<file path="config.mk">
export PLATFORM = sky130hd
export DESIGN_NAME = axi_lite_regfile_slv
export DESIGN_NICKNAME = d
export VERILOG_FILES = /design/src/rtl/axi_lite_regfile_pkg.sv /design/src/rtl/axi_lite_regfile_decode.sv /design/src/rtl/axi_lite_regfile_slv.sv
export SDC_FILE = /design/constraint.sdc
export NUM_CORES = 1
export LEC_CHECK = 0
export BUFFER_PORTS_ARGS = -buffer_cell sky130_fd_sc_hd__clkbuf_2
export CORE_AREA = 5 5 158 160
export CTS_CLUSTER_DIAMETER = 150
export CTS_CLUSTER_SIZE = 30
export DETAILED_ROUTE_END_ITERATION = 8
export DIE_AREA = 0 0 163 165
export GPL_ROUTABILITY_DRIVEN = 0
export SLEW_MARGIN = 20
export SYNTH_ARGS = -nofsm -noshare
export SYNTH_HDL_FRONTEND = slang
export SYNTH_SLANG_ARGS = --single-unit
</file>
<file path="constraint.sdc">
create_clock -name clk_i -period 2.9 [get_ports clk_i]
set_clock_uncertainty 0.1 [all_clocks]
set_input_delay 0.725 -clock clk_i [delete_from_list [all_inputs] [get_ports clk_i]]
set_output_delay 0.725 -clock clk_i [all_outputs]
set_load 0.01 [all_outputs]
</file>
<file path="src/rtl/axi_lite_regfile_pkg.sv">
// ============================================================================
// Module : axi_lite_regfile_pkg
// Brief  : FSM state types, AXI response codes and sizing helper for the
//          AXI-Lite register file responder.
// Rev    : 1.0
// ============================================================================
`default_nettype none

package axi_lite_regfile_pkg;

  typedef enum logic [0:0] {
    W_IDLE = 1'b0,
    W_RESP = 1'b1
  } w_state_e;

  typedef enum logic [0:0] {
    R_IDLE = 1'b0,
    R_RESP = 1'b1
  } r_state_e;

  localparam logic [1:0] RESP_OKAY   = 2'b00;
  localparam logic [1:0] RESP_SLVERR = 2'b10;
  localparam logic [1:0] RESP_DECERR = 2'b11;

  // Index width never drops below one bit so a single-register bank still
  // has a legal index vector.
  function automatic int unsigned idx_width(input int unsigned n);
    return (n <= 1) ? 1 : $clog2(n);
  endfunction

endpackage

`default_nettype wire

</file>
<file path="src/rtl/axi_lite_regfile_decode.sv">
// ============================================================================
// Module : axi_lite_regfile_decode
// Brief  : Maps a byte address to {register index, in-range, read-only}.
// Rev    : 1.0
// ============================================================================
`default_nettype none

module axi_lite_regfile_decode
  import axi_lite_regfile_pkg::*;
#(
  parameter int unsigned          NUM_REGS       = 4,
  parameter int unsigned          AXI_ADDR_WIDTH = 32,
  parameter int unsigned          AXI_STRB_WIDTH = 4,
  parameter logic [NUM_REGS-1:0]  RO_MASK        = '0,
  parameter int unsigned          IDX_W          = idx_width(NUM_REGS)
) (
  input  logic [AXI_ADDR_WIDTH-1:0] addr_i,
  output logic [IDX_W-1:0]          idx_o,
  output logic                      in_range_o,
  output logic                      is_ro_o
);

  localparam int unsigned               LSB   = $clog2(AXI_STRB_WIDTH);
  localparam logic [AXI_ADDR_WIDTH-1:0] LIMIT = AXI_ADDR_WIDTH'(NUM_REGS * AXI_STRB_WIDTH);

  assign idx_o      = addr_i[LSB +: IDX_W];
  assign in_range_o = (addr_i < LIMIT);

  // Loop compare keeps the mask lookup safe when NUM_REGS is not a power of two.
  always_comb begin
    is_ro_o = 1'b0;
    for (int i = 0; i < NUM_REGS; i++) begin
      if (idx_o == IDX_W'(i)) is_ro_o = RO_MASK[i];
    end
    is_ro_o = is_ro_o & in_range_o;
  end

endmodule

`default_nettype wire

</file>
<file path="src/rtl/axi_lite_regfile_slv.sv">
// ============================================================================
// Module : axi_lite_regfile_slv
// Brief  : AXI-Lite register file responder with RO hardware-sourced slots.
//          Define AXI_LITE_REGFILE_SLV_DECERR_EN for DECERR on out-of-range.
// Rev    : 1.0
// ============================================================================
`default_nettype none

module axi_lite_regfile_slv
  import axi_lite_regfile_pkg::*;
#(
  parameter int unsigned                              NUM_REGS       = 4,
  parameter int unsigned                              AXI_ADDR_WIDTH = 32,
  parameter int unsigned                              AXI_DATA_WIDTH = 32,
  parameter int unsigned                              AXI_STRB_WIDTH = AXI_DATA_WIDTH / 8,
  parameter logic [NUM_REGS-1:0]                      RO_MASK        = '0,
  parameter logic [NUM_REGS*AXI_DATA_WIDTH-1:0]       RESET_VAL      = '0
) (
  input  logic                               clk_i,
  input  logic                               rst_i,
  input  logic [AXI_ADDR_WIDTH-1:0]          aw_addr_i,
  input  logic [2:0]                         aw_prot_i,
  input  logic                               aw_valid_i,
  output logic                               aw_ready_o,
  input  logic [AXI_DATA_WIDTH-1:0]          w_data_i,
  input  logic [AXI_STRB_WIDTH-1:0]          w_strb_i,
  input  logic                               w_valid_i,
  output logic                               w_ready_o,
  output logic [1:0]                         b_resp_o,
  output logic                               b_valid_o,
  input  logic                               b_ready_i,
  input  logic [AXI_ADDR_WIDTH-1:0]          ar_addr_i,
  input  logic [2:0]                         ar_prot_i,
  input  logic                               ar_valid_i,
  output logic                               ar_ready_o,
  output logic [AXI_DATA_WIDTH-1:0]          r_data_o,
  output logic [1:0]                         r_resp_o,
  output logic                               r_valid_o,
  input  logic                               r_ready_i,
  output logic [NUM_REGS*AXI_DATA_WIDTH-1:0] reg_q_o,
  input  logic [NUM_REGS*AXI_DATA_WIDTH-1:0] reg_d_i,
  output logic [NUM_REGS-1:0]                reg_wr_o
);

  localparam int unsigned DW    = AXI_DATA_WIDTH;
  localparam int unsigned IDX_W = idx_width(NUM_REGS);

`ifdef AXI_LITE_REGFILE_SLV_DECERR_EN
  localparam logic [1:0] OOR_RESP = RESP_DECERR;
`else
  localparam logic [1:0] OOR_RESP = RESP_OKAY;
`endif

  w_state_e             w_state_q;
  r_state_e             r_state_q;
  logic [1:0]           b_resp_q, b_resp_d;
  logic [1:0]           r_resp_q, r_resp_d;
  logic [DW-1:0]        r_data_q, r_data_d, r_sel;
  logic [NUM_REGS-1:0]  reg_wr_q, wr_en;
  logic [DW-1:0]        reg_val [NUM_REGS];

  logic [IDX_W-1:0]     aw_idx, ar_idx;
  logic                 aw_in_range, aw_is_ro, ar_in_range, ar_is_ro;
  logic                 aw_hs, ar_hs;

  logic unused_w;
  assign unused_w = ^{aw_prot_i, ar_prot_i, reg_d_i, w_data_i, w_strb_i, ar_is_ro};

  axi_lite_regfile_decode #(
    .NUM_REGS       (NUM_REGS),
    .AXI_ADDR_WIDTH (AXI_ADDR_WIDTH),
    .AXI_STRB_WIDTH (AXI_STRB_WIDTH),
    .RO_MASK        (RO_MASK),
    .IDX_W          (IDX_W)
  ) u_aw_dec (
    .addr_i     (aw_addr_i),
    .idx_o      (aw_idx),
    .in_range_o (aw_in_range),
    .is_ro_o    (aw_is_ro)
  );

  axi_lite_regfile_decode #(
    .NUM_REGS       (NUM_REGS),
    .AXI_ADDR_WIDTH (AXI_ADDR_WIDTH),
    .AXI_STRB_WIDTH (AXI_STRB_WIDTH),
    .RO_MASK        (RO_MASK),
    .IDX_W          (IDX_W)
  ) u_ar_dec (
    .addr_i     (ar_addr_i),
    .idx_o      (ar_idx),
    .in_range_o (ar_in_range),
    .is_ro_o    (ar_is_ro)
  );

  // ---------------------------------------------------------------- write ---
  // AW and W are accepted only together, so neither channel can get ahead.
  assign aw_hs      = (w_state_q == W_IDLE) & aw_valid_i & w_valid_i & ~rst_i;
  assign aw_ready_o = aw_hs;
  assign w_ready_o  = aw_hs;
  assign b_valid_o  = (w_state_q == W_RESP);
  assign b_resp_o   = b_resp_q;
  assign reg_wr_o   = reg_wr_q;

  always_comb begin
    wr_en = '0;
    if (aw_hs && aw_in_range && !aw_is_ro) begin
      for (int i = 0; i < NUM_REGS; i++) begin
        if (aw_idx == IDX_W'(i)) wr_en[i] = 1'b1;
      end
    end
  end

  always_comb begin
    b_resp_d = RESP_OKAY;
    if (!aw_in_range)  b_resp_d = OOR_RESP;
    else if (aw_is_ro) b_resp_d = RESP_SLVERR;
  end

  always_ff @(posedge clk_i) begin
    if (rst_i) begin
      w_state_q <= W_IDLE;
      b_resp_q  <= RESP_OKAY;
      reg_wr_q  <= '0;
    end else begin
      reg_wr_q <= wr_en;
      case (w_state_q)
        W_IDLE: begin
          if (aw_hs) begin
            b_resp_q  <= b_resp_d;
            w_state_q <= W_RESP;
          end
        end
        W_RESP: begin
          if (b_ready_i) w_state_q <= W_IDLE;
        end
        default: w_state_q <= W_IDLE;
      endcase
    end
  end

  // ------------------------------------------------------------ registers ---
  for (genvar g = 0; g < NUM_REGS; g++) begin : g_regs
    if (RO_MASK[g]) begin : g_ro
      assign reg_val[g] = reg_d_i[g*DW +: DW];
    end else begin : g_rw
      logic [DW-1:0] data_q, data_d;

      always_comb begin
        data_d = data_q;
        for (int b = 0; b < AXI_STRB_WIDTH; b++) begin
          if (wr_en[g] && w_strb_i[b]) data_d[b*8 +: 8] = w_data_i[b*8 +: 8];
        end
      end

      always_ff @(posedge clk_i) begin
        if (rst_i) data_q <= RESET_VAL[g*DW +: DW];
        else       data_q <= data_d;
      end

      assign reg_val[g] = data_q;
    end
    assign reg_q_o[g*DW +: DW] = reg_val[g];
  end

  // ----------------------------------------------------------------- read ---
  assign ar_hs      = (r_state_q == R_IDLE) & ar_valid_i & ~rst_i;
  assign ar_ready_o = (r_state_q == R_IDLE) & ~rst_i;
  assign r_valid_o  = (r_state_q == R_RESP);
  assign r_data_o   = r_data_q;
  assign r_resp_o   = r_resp_q;

  always_comb begin
    r_sel = '0;
    for (int i = 0; i < NUM_REGS; i++) begin
      if (ar_idx == IDX_W'(i)) r_sel = reg_val[i];
    end
    r_data_d = ar_in_range ? r_sel : '0;
    r_resp_d = ar_in_range ? RESP_OKAY : OOR_RESP;
  end

  always_ff @(posedge clk_i) begin
    if (rst_i) begin
      r_state_q <= R_IDLE;
      r_data_q  <= '0;
      r_resp_q  <= RESP_OKAY;
    end else begin
      case (r_state_q)
        R_IDLE: begin
          if (ar_hs) begin
            r_data_q  <= r_data_d;
            r_resp_q  <= r_resp_d;
            r_state_q <= R_RESP;
          end
        end
        R_RESP: begin
          if (r_ready_i) r_state_q <= R_IDLE;
        end
        default: r_state_q <= R_IDLE;
      endcase
    end
  end

endmodule

`default_nettype wire
</file>
==> results of run 1 <==
==> path summary, 6_finish.rpt <==
check / end / slack, ps / depth (start not counted)
worst max-delay path: aw_ready_o / 600 / 3
worst min-delay path: r_data_o[13] / 350 / 2
worst max register to register: g_regs[3].g_rw.data_q[7] / 770 / 4
worst min register to register: r_data_o[13] / 350 / 2
==> registers in the layout, summed over array words and instances, names as in the netlist <==
| name | cells |
|---|---|
| b_valid_o | 1 |
| r_valid_o | 1 |
| g_regs.g_rw.data_q | 128 |
| reg_wr_o | 4 |
| r_data_o | 32 |
==> power by group <==
group,switching (uW),internal [uW]
combinational,157,135
sequential,2.55,2280
clock,1000,1220
total,1160,3640
==> per-layer routing <==
metal / up-vias / routed length, um / GRT usage / share of wire
li1: 2901 / - / - / -
met4: 6 / 183 / 0.0385 / 0.0081
met2: 181 / 9890 / 0.246 / 0.44
met1: 2764 / 10700 / 0.234 / 0.47
met5: - / 34 / 0 / 0.0015
met3: 19 / 1870 / 0.0606 / 0.083
==> cell type report <==
class                           count  share of cell area
Antenna cell                        1            0.000252
Clock buffer                       19              0.0445
Clock inverter                     13              0.0122
Inverter                           37              0.0140
Multi-Input combinational cell    443               0.397
Sequential cell                   166               0.334
Tap cell                          319              0.0401
Timing Repair Buffer              293               0.158
==> cells by family (layout without fill, tap and decap cells) <==
group	count (synthesis)	in the layout
flip-flops	166	166
AO/OA/AOI/OAI	35	35
buffers and inverters	79	362
multiplexers	160	160
other	1	5
AND/OR/NAND/NOR	244	244
==> layout by cell type (no fill, tap or decap), drive strengths merged <==
cell type	n
a211oi	1
a21oi	2
and2	1
and3	1
and4	3
and4bb	1
buf	23
bufinv	1
clkbuf	289
clkinv	4
clkinvlp	2
conb	4
dfxtp	166
diode	1
inv	43
mux2i	128
mux4	32
nand2	33
nand2b	162
nand4	11
nand4b	1
nor2	5
nor3	1
nor3b	1
nor4	21
nor4b	1
o21ai	32
or2	1
or4	1
==> worst max-delay path: cells and delay by family <==
| family | cells | cell delay (ps) |
|---|---|---|
| buffers and inverters | 2 | 330 |
| and+or+nand+nor | 1 | 420 |
==> metrics by stage <==
step | util | total power [uW]
after floorplan | - | 2490
after global placement | 0.403 | 2630
after detailed placement | 0.403 | 2630
after CTS | 0.428 | 4860
after global routing | 0.428 | 4980
final | 0.428 | 4790
==> results.txt, run 1 <==
status: finished, final reports clean
slowest cell on the critical path: and4bb_2
Static Leak: 0.00450 uW
Worst Setup SP: rst_i
Max Fanout on Critical Path: 8
Core ar.: 23300 sq um
GR Util All Layers: 0.167
Multi-input gate area: 3950 sq um
GRT overflow: 0
Remaining DRCs: 0
post-synthesis xor/xnor area fraction: 0
Tcrit/Tclk final: 0.794
FMAX: 434 MHz
Worst EP arrival: 1480 ps
top-count cell post-synth: dfxtp_1
largest net degree at the start of global routing: 84
min cycle time layout: 2300 ps
Hold Vio Cnt, Final: 0
H-tree levels: 4
first drt pass iteration count: 4
worst vdd ir: 0.000364 V
IO Pins: 414
CTS Buffer Depth: 2
Setup Slack @ Placement: 182 ps
I/O Buffers: 271
area leader, netlist: dfxtp_1
sequential cell area: 3320 sq um
post_cts resized: 0
share of the synthesized area in the top cell type: 0.439
worst-margin pin slew: 647 ps
Finished Layout Cells: 1291
Vias/cell: 4.55
Synth Area in Adders: 0
first-pass GRT wire length: 34.6 mm
max cap viols: 0
Reg clk slew, reported paths: 70 ps
FP Rows: 56
worst rel slew slack: 0.569
CP required: 2080 ps
FILL cells: 2326
CP endpoint kind: output port
die width: 163 um
largest family of logic cells by synthesized area: multiplexers
worst hold path class: reg -> reg
CTS Root Buffer Type: clkbuf_16
top_reg_cell synth: dfxtp_1
Post-DRT Antenna Nets: 0
Chip Height: 165 um
PwrDens: 482 nW/um^2
hold wc startpoint: r_data_o[13]
initial detailed-routing violation count: 274
CTS tree: built
total number of vias: 5871
sequence of cells on the critical path: buf_4, and4bb_2, clkbuf_2
Area Overhead vs Synth: 31.4%
clock sink count: 166
DR WL/cell: 17.6 um
Crit Path Class: in -> out
Mean Syn Cell Area: 11.1 sq um
number of synthesized flops with an enable pin: 0
Post-synth ARST share: 0
register bit count reported by yosys: 166
Layout Nets: 1199
final worst setup slack: 598 ps
post-synthesis simple-gate area fraction: 0.230
leading post-synthesis cells by cell area: dfxtp_1 44%, mux2i_1 17%, nand2b_1 13%
Yosys warnings: 0
unrepaired setup endpoints after global routing: false
sequential fraction of the synthesis area: 0.439
Yosys cell types: 32
dpl cells: 1258
Slew Limit Fails: 0
Netlist Area Pre-Place: 7570 sq um
final instance area: 9950 sq um
layout cell share with drive strength beyond 1: 0.396
clock latency reported for the late side of the worst-skew pair: 420 ps
clock buffer count from CTS: 17
Synth Area in Compound Gates: 0.0235
initial antenna violation count: 4
final setup fails: 0
CP Launch Type: primary input
reg-to-reg critical path startpoint: b_valid_o
hold_buf cts: 0
Post-CTS Setup Repair Bufs: 0
Slowest Stage Delay on Critical Path: 420 ps
DP Wirelength: 16.3 mm
setup TNS: 0 ps
die area: 26900 sq um
WHS: 351 ps
post-synthesis mux area share: 0.264
Starting Density: 0.325
Routed WL: 22.7 mm
vias in the first global route: 5935
Area after DPL: 9380 sq um
Post-Syn Instances: 685
Post-synth top cells: 166 x dfxtp_1, 162 x nand2b_1, 128 x mux2i_1
Note: power is estimated with default switching activity, not from simulation.
==> run 2, diff against run 1 <==
ABC_AREA = 1   (was default)
CORE_AREA = 5 5 156 158   (was 5 5 158 160)
DIE_AREA = 0 0 161 163   (was 0 0 163 165)
PLACE_DENSITY = 0.71   (was default)
clock period = 1.9 ns   (was 2.9 ns; I/O delays follow)
==> run 2 against run 1 <==
  * Register-to-register slack worse by 550 ps
  * Critical endpoint unchanged
  * Synthesized cell count rose by 100%
  * Highest routed layer is now met4
  * Final area grew 14%
  * Final cell count is 50% higher
  * First-iteration DRC count grew to 2.6 times the previous value
  * Largest power group is now clock
==> results.txt, run 2 <==
DR WL/cell: 16.0 um (-8.9%)
CTS Buffer Depth: 2 (unchanged)
first-pass GRT wire length: 49.3 mm (+43%)
Post-Syn Instances: 1390 (+100%)
final instance area: 11300 sq um (+14%)
Tcrit/Tclk final: 0.944
FP Rows: 56 (unchanged)
Static Leak: 0.00579 uW (+29%)
IO Pins: 414 (unchanged)
Post-Route M1 WL: 13.0 mm (+22%)
Remaining DRCs: 0 (unchanged)
CTS Root Buffer Type: clkbuf_16
I/O Buffers: 271 (unchanged)
area leader, netlist: dfxtp_1
Post-synth top cells: 347 x nand2_1, 298 x inv_1, 182 x nor2_1
max cap viols: 0 (unchanged)
die width: 161 um (-1.2%)
dpl cells: 1904 (+51%)
CP endpoint kind: output port
Slew Limit Fails: 0 (unchanged)
Crit Path Class: reg -> out
P_sw: 2130 uW (+84%)
sequential fraction of the synthesis area: 0.377 (-0.0617)
H-tree levels: 4 (unchanged)
initial antenna violation count: 0 (-4)
Chip Height: 163 um (-1.2%)
sw frac: 0.266 (+0.0239)
CP required: 1320 ps (-760 ps)
clock latency reported for the late side of the worst-skew pair: 420 ps (about the same)
total number of vias: 9700 (+65%)
initial detailed-routing violation count: 719 (+160%)
proportion of power drawn by the clock network: 0.470 (+0.007)
unrepaired setup endpoints after global routing: false
Yosys warnings: 0 (unchanged)
share of the synthesized area in the top cell type: 0.377 (-0.0617)
highest routed layer: met4
top-count cell post-synth: nand2_1
Core ar.: 23000 sq um (-1.2%)
Vias/cell: 5.01 (+10%)
register bit count reported by yosys: 166 (unchanged)
DP Wirelength: 21.1 mm (+29%)
Top reg by flops: g_regs.g_rw.data_q
worst rel slew slack: 0.652 (+0.0834)
met3 WL: 3.12 mm (+67%)
min cycle time layout: 1790 ps
leading post-synthesis cells by cell area: dfxtp_1 38%, nand2_1 15%, inv_1 13%
P_int: 5900 uW (+62%)
GRT overflow: 0 (unchanged)
Yosys cell types: 23 (-28%)
worst-margin pin slew: 522 ps (-125 ps)
CTS tree: built
Gate power share: 0.096 (+0.035)
Post-synth ARST share: 0 (unchanged)
die area: 26200 sq um (-2.4%)
routed wl met2: 14.1 mm (+43%)
Routed WL: 30.9 mm (+37%)
clock sink count: 166 (unchanged)
Area after DPL: 10700 sq um (+14%)
worst vdd ir: 0.000490 V (+34%)
Mean Syn Cell Area: 6.34 sq um (-43%)
vias in the first global route: 9397 (+58%)
Netlist Area Pre-Place: 8810 sq um (+16%)
Max Fanout on Critical Path: 4 (-4)
GR Util All Layers: 0.233 (+0.0657)
CP Launch Type: flop
top_reg_cell synth: dfxtp_1
Worst EP arrival: 1220 ps (-260 ps)
WHS: 144 ps (-207 ps)
Post-DRT Antenna Nets: 0 (unchanged)
PwrDens: 710 nW/um^2 (+47%)
commonest non-fill, non-tap cell in the layout: nand2_1
Starting Density: 0.383 (+0.0579)
FMAX: 557 MHz
largest net degree at the start of global routing: 88 (+4.8%)
first drt pass iteration count: 6 (+2)
worst hold path class: in -> reg
Area Overhead vs Synth: 28.4%
number of synthesized flops with an enable pin: 0 (unchanged)
Hold Vio Cnt, Final: 0 (unchanged)
Largest register FFs: 128 (unchanged)
n_diodes: 0 (-1)
Layout Nets: 1874 (+56%)
clock buffer count from CTS: 17 (unchanged)
Reg clk slew, reported paths: 70 ps (about the same)
share of power burned in registers: 0.434 (-0.042)
most frequent cells in the layout: 346 x nand2_1, 297 x inv_1, 269 x clkbuf_2
layout cell share with drive strength beyond 1: 0.222 (-0.175)
Finished Layout Cells: 1936 (+50%)
status: finished, final reports clean
final setup fails: 0 (unchanged)
-- run 2: changes by cell type after synthesis, sizes merged, moves of 21 or more --
cell	change
nand2	+315
inv	+263
nor2	+183
nand2b	-162
mux2i	-128
nand4	+121
nand3	+77
mux4	-32
buf	+31
o221ai	+31
a21oi	+30
nor4	-21
-- run 2: worst max-delay path, cell delays in order (launching register included) --
cell and delay [ps]:
dfxtp_2 330, nor2_2 80, nand2_2 80, buf_4 140
inv_2 50, buf_2 120
-- run 2: layout make-up --
class                           instances  area [sq um]
Clock inverter                         14           188
Tap cell                              290           363
Multi-Input combinational cell        836          3950
Clock buffer                           18           439
Fill cell                            2333         11700
Sequential cell                       166          3320
Inverter                              301          1130
Timing Repair Buffer                  311          1910
-- run 2: what timing repair did --
item	CTS	global route
gates resized for setup	0	5
endpoints found under the setup margin	0	2
setup buffers	0	0
endpoints found under the hold margin	0	0
hold buffers	0	0
-- run 2: per-layer routing --
metal	up-vias	global-route usage
li1	4805	-
met2	508	0.377
met4	0	0.0814
met3	55	0.0564
met5	-	0
met1	4332	0.304
-- run 2: power by group through the flow --
| stage | logic, uW | clock network (uW) | registers, uW |
|---|---|---|---|
| 6_report | 768 | 3780 | 3480 |
| 5_1_grt | 842 | 3970 | 3480 |
| 4_1_cts | 759 | 3850 | 3480 |
| 3_5_place_dp | 756 | 0 | 3560 |
| 3_3_place_gp | 749 | 0 | 3560 |
| 2_1_floorplan | 408 | 0 | 3570 |
-- run 2: cells by family (layout without fill, tap and decap cells) --
group                  after synthesis  in the layout  synth area share
AO/OA/AOI/OAI                       84             84            0.0609
buffers and inverters              391            644             0.178
flip-flops                         166            166             0.377
other                                1              4          0.000426
AND/OR/NAND/NOR                    748            748             0.384
-- run 2: stage by stage --
step	power, uW	setup WS [ps]	TNS [ps]	util
final	8030	106	0	0.492
after detailed placement	4320	-154	-8600	0.465
after global placement	4310	-89.5	-4040	0.465
after global routing	8300	17.8	0	0.492
after CTS	8090	53.3	0	0.492
after floorplan	3970	261	0	-
-- run 2: final timing paths --
check | endpoint | cells after the start | startpoint | slack, ps
worst max-delay path | aw_ready_o | 5 | b_valid_o | 110
worst min-delay path | r_valid_o | 2 | r_ready_i | 140
worst max register to register | g_regs[0].g_rw.data_q[9] | 9 | b_valid_o | 220
worst min register to register | r_data_o[2] | 2 | r_data_o[2] | 370
